==> src/rtl/fp_div_seq.sv <==
// Sequential IEEE-754 single-precision divider: restoring division, one quotient bit per clock,
// valid/ready handshake on both sides. Special-case, range and truncation behaviour match the multiplier.
module fp_div_seq #(
    parameter int unsigned QBITS = 25
) (
    input  logic        clk,
    input  logic        rst_n,
    input  logic        in_valid,
    output logic        in_ready,
    input  logic [31:0] a,
    input  logic [31:0] b,
    output logic        out_valid,
    input  logic        out_ready,
    output logic [31:0] quotient,
    output logic        exception,
    output logic        overflow,
    output logic        underflow
);

    localparam logic [1:0] ST_IDLE = 2'd0;
    localparam logic [1:0] ST_DIV  = 2'd1;
    localparam logic [1:0] ST_DONE = 2'd2;

    localparam logic [1:0] SPEC_NONE = 2'd0;
    localparam logic [1:0] SPEC_INF  = 2'd1;
    localparam logic [1:0] SPEC_ZERO = 2'd2;

    logic [1:0]       state_q, state_d;
    logic [1:0]       spec_q, spec_d;
    logic             sign_q, sign_d;
    logic [7:0]       ea_q, ea_d;
    logic [7:0]       eb_q, eb_d;
    logic [23:0]      mb_q, mb_d;
    logic [24:0]      rem_q, rem_d;
    logic [QBITS-1:0] q_q, q_d;
    logic [4:0]       cnt_q, cnt_d;
    logic             norm_q, norm_d;
    logic             out_valid_q, out_valid_d;
    logic [31:0]      quotient_q, quotient_d;
    logic             exception_q, exception_d;
    logic             overflow_q, overflow_d;
    logic             underflow_q, underflow_d;

    logic             rem_ge_s;
    logic [24:0]      rem_sel_s;
    logic signed [9:0] exp_raw_s;
    logic signed [9:0] exp_adj_s;
    logic [22:0]      mant_s;

    // Restoring step and normalization datapath, shared by the FSM below
    always_comb begin
        rem_ge_s  = (rem_q >= {1'b0, mb_q});
        rem_sel_s = rem_ge_s ? (rem_q - {1'b0, mb_q}) : rem_q;
        exp_raw_s = $signed({2'b00, ea_q}) - $signed({2'b00, eb_q}) + 10'sd127;
        if (q_q[QBITS-1]) begin
            exp_adj_s = exp_raw_s;
            mant_s    = q_q[QBITS-2:1];
        end else begin
            exp_adj_s = exp_raw_s - 10'sd1;
            mant_s    = q_q[QBITS-3:0];
        end
    end

    // Next-state logic for control, iteration registers and result outputs
    always_comb begin
        state_d     = state_q;
        spec_d      = spec_q;
        sign_d      = sign_q;
        ea_d        = ea_q;
        eb_d        = eb_q;
        mb_d        = mb_q;
        rem_d       = rem_q;
        q_d         = q_q;
        cnt_d       = cnt_q;
        norm_d      = norm_q;
        out_valid_d = out_valid_q;
        quotient_d  = quotient_q;
        exception_d = exception_q;
        overflow_d  = overflow_q;
        underflow_d = underflow_q;
        case (state_q)
            ST_IDLE: begin
                if (in_valid) begin
                    sign_d = a[31] ^ b[31];
                    ea_d   = a[30:23];
                    eb_d   = b[30:23];
                    mb_d   = {1'b1, b[22:0]};
                    rem_d  = {2'b01, a[22:0]};
                    q_d    = {QBITS{1'b0}};
                    cnt_d  = 5'd24;
                    norm_d = 1'b0;
                    // Specials are resolved one cycle later so they appear at accept+1
                    if ((a[30:23] == 8'hFF) || (b[30:23] == 8'hFF) || (b[30:23] == 8'h00)) begin
                        spec_d = SPEC_INF;
                    end else if (a[30:23] == 8'h00) begin
                        spec_d = SPEC_ZERO;
                    end else begin
                        spec_d = SPEC_NONE;
                    end
                    state_d = ST_DIV;
                end else begin
                    state_d = ST_IDLE;
                end
            end
            ST_DIV: begin
                if (spec_q != SPEC_NONE) begin
                    quotient_d  = (spec_q == SPEC_INF) ? {sign_q, 8'hFF, 23'd0} : {sign_q, 8'h00, 23'd0};
                    exception_d = 1'b1;
                    overflow_d  = 1'b0;
                    underflow_d = 1'b0;
                    out_valid_d = 1'b1;
                    spec_d      = SPEC_NONE;
                    state_d     = ST_DONE;
                end else if (norm_q) begin
                    exception_d = 1'b0;
                    if (exp_adj_s >= 10'sd255) begin
                        quotient_d  = {sign_q, 8'hFF, 23'd0};
                        overflow_d  = 1'b1;
                        underflow_d = 1'b0;
                    end else if (exp_adj_s <= 10'sd0) begin
                        quotient_d  = {sign_q, 8'h00, 23'd0};
                        overflow_d  = 1'b0;
                        underflow_d = 1'b1;
                    end else begin
                        quotient_d  = {sign_q, exp_adj_s[7:0], mant_s};
                        overflow_d  = 1'b0;
                        underflow_d = 1'b0;
                    end
                    out_valid_d = 1'b1;
                    norm_d      = 1'b0;
                    state_d     = ST_DONE;
                end else begin
                    q_d   = {q_q[QBITS-2:0], rem_ge_s};
                    rem_d = rem_sel_s << 1;
                    if (cnt_q == 5'd0) begin
                        norm_d = 1'b1;
                    end else begin
                        cnt_d = cnt_q - 5'd1;
                    end
                end
            end
            ST_DONE: begin
                if (out_ready) begin
                    out_valid_d = 1'b0;
                    exception_d = 1'b0;
                    overflow_d  = 1'b0;
                    underflow_d = 1'b0;
                    state_d     = ST_IDLE;
                end else begin
                    state_d = ST_DONE;
                end
            end
            default: begin
                out_valid_d = 1'b0;
                state_d     = ST_IDLE;
            end
        endcase
    end

    // State and result registers; reset discards any in-flight operation
    always_ff @(posedge clk or negedge rst_n) begin
        if (!rst_n) begin
            state_q     <= ST_IDLE;
            spec_q      <= SPEC_NONE;
            sign_q      <= 1'b0;
            ea_q        <= 8'd0;
            eb_q        <= 8'd0;
            mb_q        <= 24'd0;
            rem_q       <= 25'd0;
            q_q         <= {QBITS{1'b0}};
            cnt_q       <= 5'd0;
            norm_q      <= 1'b0;
            out_valid_q <= 1'b0;
            quotient_q  <= 32'd0;
            exception_q <= 1'b0;
            overflow_q  <= 1'b0;
            underflow_q <= 1'b0;
        end else begin
            state_q     <= state_d;
            spec_q      <= spec_d;
            sign_q      <= sign_d;
            ea_q        <= ea_d;
            eb_q        <= eb_d;
            mb_q        <= mb_d;
            rem_q       <= rem_d;
            q_q         <= q_d;
            cnt_q       <= cnt_d;
            norm_q      <= norm_d;
            out_valid_q <= out_valid_d;
            quotient_q  <= quotient_d;
            exception_q <= exception_d;
            overflow_q  <= overflow_d;
            underflow_q <= underflow_d;
        end
    end

    assign in_ready  = (state_q == ST_IDLE);
    assign out_valid = out_valid_q;
    assign quotient  = quotient_q;
    assign exception = exception_q;
    assign overflow  = overflow_q;
    assign underflow = underflow_q;

endmodule

==> config.mk <==
export PLATFORM = sky130hd
export DESIGN_NAME = fp_div_seq
export DESIGN_NICKNAME = d
export VERILOG_FILES = /design/src/rtl/fp_div_seq.sv
export SDC_FILE = /design/constraint.sdc
export NUM_CORES = 1
export LEC_CHECK = 0
export BUFFER_PORTS_ARGS = -buffer_cell sky130_fd_sc_hd__buf_2
export CAP_MARGIN = 10
export CORE_ASPECT_RATIO = 0.6
export CORE_MARGIN = 2
export CORE_UTILIZATION = 53
export DETAILED_ROUTE_END_ITERATION = 10
export HOLD_SLACK_MARGIN = 0.05
export PLACE_DENSITY = 0.8
export SYNTH_ARGS = -nofsm -noshare
export SYNTH_HDL_FRONTEND = slang
export SYNTH_SLANG_ARGS = --single-unit
==> constraint.sdc <==
create_clock -name clk -period 3.5 [get_ports clk]
set_input_delay 0.175 -clock clk [delete_from_list [all_inputs] [get_ports clk]]
set_output_delay 0.175 -clock clk [all_outputs]
set_load 0.02 [all_outputs]
==> results of run 1 <==
[worst max-delay path by stage]
stage / to / startpoint / slack, ns / cells after the start
after floorplan: quotient[13]$_DFFE_PN0P_ / ea_q[0]$_DFFE_PN0P_ / 0.005 / 17
after global placement: quotient[0]$_DFFE_PN0P_ / ea_q[0]$_DFFE_PN0P_ / -0.11 / 16
after detailed placement: quotient[2]$_DFFE_PN0P_ / ea_q[0]$_DFFE_PN0P_ / -0.18 / 16
after CTS: quotient[22]$_DFFE_PN0P_ / ea_q[0]$_DFFE_PN0P_ / -0.12 / 16
after global routing: quotient[18]$_DFFE_PN0P_ / ea_q[0]$_DFFE_PN0P_ / -0.31 / 17
final: quotient[18]$_DFFE_PN0P_ / ea_q[0]$_DFFE_PN0P_ / -0.21 / 17
[worst register-to-register path, cell delays in order, from the launching register on]
cell and delay (ns):
dfrtp_1 0.38, inv_2 0.08, ha_4 0.14, inv_2 0.03, fa_1 0.54, inv_2 0.09
ha_4 0.16, nor2b_1 0.14, o21ai_1 0.14, a21bo_1 0.26, mux2_4 0.33, xnor2_4 0.22
buf_4 0.14, nor2b_1 0.14, o2111ai_1 0.21, nand2_2 0.19, bufbuf_16 0.34, o31ai_4 0.08
[flip-flops by register name (all words and copies together), names as in the netlist]
name,cells
eb_q,8
exception,1
out_valid,1
underflow,1
rem_q,25
norm_q,1
quotient,32
spec_q,2
sign_q,1
cnt_q,5
q_q,25
overflow,1
mb_q,24
ea_q,8
state_q,2
[per-stage QoR]
step	instances	TNS, ns	util [%]
2_1_floorplan	926	0	-
3_3_place_gp	1225	-2.323	60.02
3_5_place_dp	1225	-3.891	60.02
4_1_cts	1317	-2.617	69.53
5_1_grt	1319	-8.604	70.13
6_report	1319	-5.365	70.13
[metal layers]
metal / track usage [%] / vias to the layer above / share of wire, %
li1: - / 3620 / -
met4: 8.763 / 0 / 1.8
met3: 6.705 / 56 / 8.2
met1: 44.68 / 3754 / 47
met5: 0 / - / 0
met2: 44.54 / 375 / 43
[cell usage in the layout, fill, tap and decap left out, types with 4 or more instances in the layout]
cell / instances
nand3_1: 37
o31ai_4: 18
a31oi_1: 8
clkbuf_16: 17
nor3_1: 18
o21ai_0: 60
or2_2: 4
o21a_1: 5
o31ai_2: 6
inv_8: 5
o31ai_1: 4
a21o_1: 13
and3_1: 6
nand2b_1: 5
dfrtp_1: 137
nor2_1: 56
a21oi_1: 44
nand4_1: 11
dlygate4sd3_1: 49
nor2b_1: 8
or3_1: 7
o22ai_1: 14
o21bai_1: 4
inv_1: 44
nor4_1: 6
xor2_1: 12
buf_4: 42
ha_1: 33
xnor2_1: 21
nand2_1: 180
buf_2: 103
mux2i_1: 44
[repair_timing]
item                                   CTS  global route
hold buffers                            49             0
setup endpoints to repair               32            32
cloned                                   4             0
resized for setup                       36            11
endpoints found under the hold margin  151             0
buffers inserted                         7             2
pin swaps                               39             9
[cell families after synthesis]
| family | Yosys count |
|---|---|
| AO/OA/AOI/OAI | 217 |
| XOR/XNOR | 38 |
| adder cells (fa/ha/maj) | 38 |
| buffers and inverters | 91 |
| flip-flops | 137 |
| multiplexers | 45 |
| AND/OR/NAND/NOR | 360 |
[cell type report]
class | instances | area, sq um
clock inverters | 14 | 157.7
multi-input cells | 698 | 4725
repair buffers | 202 | 1508
fillers | 1126 | 4552
inverters | 47 | 176.4
flip-flops and latches | 137 | 3428
well taps | 203 | 254.0
clock buffers | 18 | 439.2
==> results.cfg, run 1 <==
[clocking]
clk_pin_slew_worst_paths_ns = 0.06
htreeDepth = 4
cts_buffer_depth = 2
cts_made_buffers = 17
cts_root_buf = clkbuf_16
cts_sinks = 137
clock_latency_ns = 0.42
tritoncts = yes

[synthesis]
synth_top_area_cell = dfrtp_1
synth_seq_cells = 137
synth_top_cell_area_share_pct = 41.70
synth_top_family_by_area = simple AND/OR/NAND/NOR gates
synth_edf_count = 0
ys_types = 69
synth_ff_type = dfrtp_1
synth_most_common_cell = nand2_1
ys_seq_area_share_pct = 41.70
synth_compound_area_share_pct = 18.22
synth_area_per_cell_sq_um = 8.879
synthTopCellsByArea = dfrtp_1, nand2_1, ha_1
synth_fa_ha_area_share_pct = 5.966
synth_nets = 1032
synth.cell_area_sq_um = 8222
synth_simple_gate_area_share_pct = 19.45
ys_async_sr_fraction_pct = 100.0
muxShareOfSynthArea_pct = 5.539
yosys_warnings = 0
synth_xor_area_share_pct = 4.718
synthCells = 926
ys_top_cells_by_count = nand2_1, dfrtp_1, o21ai_0, nor2_1, inv_1

[setup_path]
rr_startpoint = ea_q[0]$_DFFE_PN0P_
cpMostUsedCell = inv_2
cp.required_ns = 3.80
rr_endpoint = quotient[18]$_DFFE_PN0P_
cpLargestDelayFamily = adder cells
cp_num_buf_inv = 5
reg2reg_depth = 17
start_kind = flop
worstSetupPathType = flop to flop
r2r_slack_ns = -0.21
cp_slowest_cell = fa_1
cp_cell_sequence = inv_2 > ha_4 > inv_2 > fa_1 > inv_2 > ha_4 > nor2b_1 > o21ai_1 > a21bo_1 > mux2_4 > xnor2_4 > buf_4 > nor2b_1 > o2111ai_1 > nand2_2 > bufbuf_16 > o31ai_4
endpoint_kind = flop
arrival_ns = 4.01
worstPathMaxFanout = 11
cpPeakStageDelay_ns = 0.53

[timing]
fin_crit_ns = 3.711
tightestPinTransition_ns = 0.9892
fmax_ghz = 0.2695
hold_viol = 0
rsz0062_at_grt = yes
finalSetupViolations = 32
fin_hold_ws_ns = 0.05767
finalCritPeriodShare_pct = 106.0
setup_ws_ns = -0.2108
clock_skew_ns = 0.01457
slew_violations = 0
max_slew_margin_pct = 34.06

[placement]
dp_hpwl_um = 15350
gp_congestion = 0.9312
dpl_cell_area_sq_um = 9148
dp_slack_ns = -0.1756
io_buffers = 104

[detailed_routing]
vias = 7805
drc = 0
drt-total-wl_um = 24420
wl_per_cell_um = 18.51
drtAntennaViolNets = 0
viasPerCell = 5.917
dr.pass1.iters = 6
drtIter0Drc = 678

[floorplan]
initial_utilization_pct = 53.95
die-area_sq_um = 16560
die_w_um = 164.8
fp-row-count = 35
io_pins = 105
coreArea_sq_um = 15240
dieHeight_um = 100.5

[run]
max-cap-violations = 0

[final_layout]
area_growth_pct = 30.00
layout-drive-gt1-share_pct = 21.86
final_area_sq_um = 10690
antenna-diode-count = 0
final_nets = 1209

[grt]
antenna_found_initial = 0
grt_pass1_vias = 7472
grt_max_degree = 106
track_usage_pct = 30.16
grt_pass1_wl_um = 38840
grt_overflow = 0

[worst_hold_path]
hp-class = input pin to flop
hold_path_startpoint = a[19]
hold_depth = 3
holdPathEnd = rem_q[19]$_DFFE_PN0P_

[outcome]
failed_checks = setup timing
status = finished, violations left
Power of run 1 is left out: the tool's default activity adds up to more than one toggle a clock period on the data nets, which glitch-free logic cannot reach.
==> run 2: changes to the inputs <==
clock period = 3 ns   (was 3.5 ns; I/O delays follow)
==> results.cfg, run 2 (synthesis results as in run 1) <==
[outcome]
status = finished, violations left
failed_checks = setup timing

[setup_path]
start_kind = flop
worstPathMaxFanout = 12
crit_cells = 16
worstSetupPathType = flop to flop
startpoint = ea_q[0]$_DFFE_PN0P_
cpLargestDelayFamily = simple AND/OR/NAND/NOR gates
rr_startpoint = ea_q[0]$_DFFE_PN0P_
cpPeakStageDelay_ns = 0.57
reg2reg_depth = 16
cp.required_ns = 3.34
r2r_slack_ns = -0.68
cp_slowest_cell = fa_2
endpoint_kind = flop
rr_endpoint = quotient[11]$_DFFE_PN0P_
crit_end = quotient[11]$_DFFE_PN0P_
arrival_ns = 4.02
cp_cell_sequence = inv_2 > ha_4 > inv_2 > fa_2 > inv_4 > ha_4 > xnor3_1 > nand3_2 > and2_4 > or3_4 > a22oi_2 > a2111oi_2 > o21a_1 > or3_4 > buf_16 > o31ai_2
cp_num_buf_inv = 4

[final_layout]
final_nets = 1234
largest_reg_flops = 32
layout_common_cells = nand2_1, dfrtp_1, buf_2
multi_input_area_sq_um = 4748
fillers = 1109
seqCellArea_sq_um = 3428
area_growth_pct = 32.57
layout-drive-gt1-share_pct = 24.36
antenna-diode-count = 0
final_common_cell = nand2_1

[clocking]
clk_pin_slew_worst_paths_ns = 0.07
tritoncts = yes
htreeDepth = 4
cts_sinks = 137
clock_latency_ns = 0.43
cts_buffer_depth = 2
cts_made_buffers = 17
cts_root_buf = clkbuf_16

[timing]
clock_skew_ns = 0.01441
fin_crit_ns = 3.676
finalCritPeriodShare_pct = 122.5
slew_violations = 0
setup_ws_ns = -0.6758
max_slew_margin_pct = 45.40
fmax_ghz = 0.2721
hold_viol = 0
rsz0062_at_grt = yes
fin_hold_ws_ns = 0.07404
finalSetupViolations = 33
tightestPinTransition_ns = 0.8170

[detailed_routing]
drtAntennaViolNets = 0
drtIter0Drc = 809
viasPerCell = 5.847
drt-total-wl_um = 24460
vias = 7859
dr.pass1.iters = 5
drc = 0
wl_per_cell_um = 18.20

[placement]
io_buffers = 104
dp_hpwl_um = 15530
dp_slack_ns = -0.6890
gp_congestion = 0.9284

[grt]
grt_pass1_wl_um = 38350
track_usage_pct = 29.83
grt_overflow = 0
grt_pass1_vias = 7452
grt_max_degree = 80
antenna_found_initial = 0

[floorplan]
fp-row-count = 35
coreArea_sq_um = 15240
dieHeight_um = 100.5
initial_utilization_pct = 53.95
die_w_um = 164.8
die-area_sq_um = 16560
io_pins = 105

[worst_hold_path]
hp-class = input pin to flop

[run]
max-cap-violations = 0
[run 2: changes by cell type in the layout (fill, tap and decap cells not counted), sizes merged]
cell,delta
inv,+1
buf,+21
bufinv,+1
bufbuf,-1
clkbuf,-1
clkinv,-1
dlygate4sd3,+5
[run 2: worst register-to-register path: cells and delay by family, from the launching register on]
family	cells	cell delay, ns
AOI/OAI and AO/OA	4	0.72
xor gates and xnor gates	1	0.21
adders and majority gates	3	0.87
buffers and inverters	4	0.38
DFF	1	0.37
and+or+nand+nor	4	1.04
[run 2: worst min-delay path by stage]
stage	slack [ns]	end	cells after the start	startpoint
floorplan	-0.15	cnt_q[0]$_DFFE_PN0P_	0	rst_n
global placement	0.16	mb_q[6]$_DFFE_PN0P_	1	rst_n
detailed placement	0.16	mb_q[6]$_DFFE_PN0P_	1	rst_n
CTS	0.07	rem_q[8]$_DFFE_PN0P_	5	a[8]
global route	0.1	rem_q[8]$_DFFE_PN0P_	5	a[8]
finish	0.07	rem_q[8]$_DFFE_PN0P_	5	a[8]
[run 2: area by class of cell]
class / instances / share of cell area (%)
clock buffers: 17 / 3.903
clock inverters: 15 / 1.630
inverters: 47 / 1.642
multi-input cells: 698 / 43.57
flip-flops and latches: 137 / 31.45
well taps: 203 / 2.330
repair buffers: 227 / 15.47
[run 2: timing repair]
action                                 in CTS  in global routing
setup endpoints to repair                  33                 57
hold buffers                               54                  0
endpoints found under the hold margin     108                  0
gates cloned                                2                  0
buffers inserted                            5                  3
pin swaps                                  12                  8
gates resized for setup                    35                 24
[run 2: metal layers]
layer	global-route usage [%]	part of all wire, %	vias to the layer above
met2	43.55	43	404
met5	0	0	-
met3	6.047	8.4	39
li1	-	-	3678
met4	8.829	1.7	0
met1	44.96	47	3738
[run 2: per-stage QoR]
step                util [%]  TNS (ns)  cell area [sq um]  instances
global placement       61.38    -16.59               9354       1248
global route           71.52    -23.78              10900       1344
detailed placement     61.38    -19.28               9354       1248
floorplan                  -    -11.87               8277        926
CTS                    70.73    -17.37              10780       1341
finish                 71.52    -20.27              10900       1344
Power of run 2 is left out for the same reason.
==> run 3: changes to the inputs <==
ABC_AREA = 1   (was unset)
MAX_ROUTING_LAYER = met4   (was unset)
==> results.cfg, run 3 <==
[setup_path]
worstPathMaxFanout = 8
cpMostUsedCell = nand2_1
cp_num_buf_inv = 5
arrival_ns = 3.55
start_kind = flop
worstSetupPathType = flop to flop
cp.required_ns = 3.30
cpPeakStageDelay_ns = 0.53
cp_cell_sequence = inv_1 > ha_2 > inv_2 > fa_2 > inv_2 > ha_4 > nand2_4 > nor2_4 > nand3_4 > clkinv_2 > nand2_4 > nor2_4 > nand3_2 > nor2_2 > a21oi_2 > buf_12 > a21oi_4 > nand2_1 > nand2_1 > nand2_1
endpoint_kind = flop
cpLargestDelayFamily = simple AND/OR/NAND/NOR gates
cp_slowest_cell = fa_2

[clocking]
tritoncts = yes
htreeDepth = 4
clk_pin_slew_worst_paths_ns = 0.07
cts_made_buffers = 17
cts_root_buf = clkbuf_16
cts_buffer_depth = 2
cts_sinks = 137
clock_latency_ns = 0.42

[placement]
io_buffers = 104
gp_congestion = 0.9460
dpl_cell_area_sq_um = 9086
dp_hpwl_um = 14340

[floorplan]
die_w_um = 165.9
initial_utilization_pct = 54.20
dieHeight_um = 101.1
die-area_sq_um = 16770
fp-row-count = 35
coreArea_sq_um = 15370
io_pins = 105

[run]
max-cap-violations = 0

[grt]
grt_pass1_wl_um = 38350
antenna_found_initial = 0
grt_max_degree = 71
track_usage_pct = 29.08
grt_pass1_vias = 7809
grt_overflow = 0

[worst_hold_path]
hp-class = input pin to flop

[synthesis]
ys_async_sr_fraction_pct = 100.0
synth_area_per_cell_sq_um = 7.452
synth_edf_count = 0
synth.cell_area_sq_um = 8332
ys_types = 48
yosys_warnings = 0
synth_nets = 1224
synth_top_cell_area_share_pct = 41.15
synth_top_area_cell = dfrtp_1
synthTopCellsByArea = dfrtp_1, nand2_1, inv_1
ys_top_cells_by_count = nand2_1, dfrtp_1, inv_1, a21oi_1, nor2_1
synthCells = 1118
ys_seq_area_share_pct = 41.15
synth_ff_type = dfrtp_1
synth_most_common_cell = nand2_1
synth_seq_cells = 137

[detailed_routing]
drtAntennaViolNets = 0
viasPerCell = 5.586
drt-total-wl_um = 24570
dr.pass1.iters = 5
drc = 0
vias = 8457
drtIter0Drc = 820
wl_per_cell_um = 16.23

[final_layout]
largest_reg_flops = 32
final_nets = 1404
layout_common_cells = nand2_1, dfrtp_1, inv_1
area_growth_pct = 31.34
layout-drive-gt1-share_pct = 21.13
final_area_sq_um = 10940
seqCellArea_sq_um = 3428
final_common_cell = nand2_1
antenna-diode-count = 0
multi_input_area_sq_um = 4547
fillers = 1173

[timing]
fin_setup_tns_ns = -6.026
fin_hold_ws_ns = 0.05279
clock_skew_ns = 0.01528
fmax_ghz = 0.3077
rsz0062_at_grt = yes
hold_viol = 0
tightestPinTransition_ns = 0.7244
setup_ws_ns = -0.2499
fin_crit_ns = 3.250
slew_violations = 0
finalSetupViolations = 33
finalCritPeriodShare_pct = 108.3
max_slew_margin_pct = 50.46

[outcome]
status = finished, violations left
failed_checks = setup timing
[run 3: cell types whose count changed after synthesis, sizes merged, moves of 21 or more]
| cell | change |
|---|---|
| nand2 | +114 |
| inv | +95 |
| nand3 | +47 |
| a21oi | +46 |
| mux2i | -44 |
| nor2 | +34 |
| o31ai | -24 |
| a2111oi | +21 |
[run 3: worst paths after layout]
check / startpoint / to / slack [ns] / depth (start not counted)
max in group asynchronous: rst_n / mb_q[2]$_DFFE_PN0P_ / 1.90 / 3
min reg2reg: mb_q[23]$_DFFE_PN0P_ / mb_q[23]$_DFFE_PN0P_ / 0.46 / 2
max: ea_q[0]$_DFFE_PN0P_ / quotient[26]$_DFFE_PN0P_ / -0.25 / 20
min: a[3] / rem_q[3]$_DFFE_PN0P_ / 0.05 / 3
min in group asynchronous: rst_n / mb_q[16]$_DFFE_PN0P_ / 0.29 / 2
max reg2reg: ea_q[0]$_DFFE_PN0P_ / quotient[26]$_DFFE_PN0P_ / -0.25 / 20
[run 3: cells by family after synthesis]
group                    synth area share (%)
AND/OR/NAND/NOR                         25.24
AO/OA/AOI/OAI                           16.25
multiplexers                           0.1351
buffers and inverters                   9.025
XOR/XNOR                                2.313
adder cells (fa/ha/maj)                 5.887
flip-flops                              41.15
[run 3: timing repair]
item	CTS	global route
resized for setup	54	43
setup endpoints to repair	33	33
setup buffers	16	5
hold buffers	56	0
gates cloned	5	2
pin swaps	26	35
endpoints found under the hold margin	121	0
[run 3: final cells by class]
class / instances / share of cell area, %
timing repair buffer: 203 / 14.06
sequential: 137 / 31.33
tap: 203 / 2.321
inverter: 144 / 4.997
clock buffer: 17 / 3.887
multi-input combinational: 795 / 41.55
clock inverter: 15 / 1.852
[run 3: routing by layer]
metal / routed length (um) / up-vias / GRT usage, %
met5: 0 / - / -
met4: 622 / 0 / 8.495
met3: 1780 / 65 / 4.201
met2: 10740 / 386 / 42.04
met1: 11430 / 3947 / 42.62
li1: - / 4059 / -
[run 3: worst reg2reg max path, delay by kind of cell, from the launching register on]
family,cells,cell delay (ns)
adders and majority gates,3,1.00
and+or+nand+nor,10,1.03
buffers and inverters,5,0.41
DFF,1,0.38
AOI/OAI and AO/OA,2,0.31
[run 3: metrics by stage]
step                      util [%]  setup WS (ns)  instances
after floorplan                  -        0.09222       1118
after global placement       59.11       -0.01672       1398
after detailed placement     59.11        -0.1771       1398
after CTS                    69.28       -0.06673       1507
after global routing         71.19        -0.4298       1514
final                        71.19        -0.2499       1514
Power of run 3 is left out for the same reason.
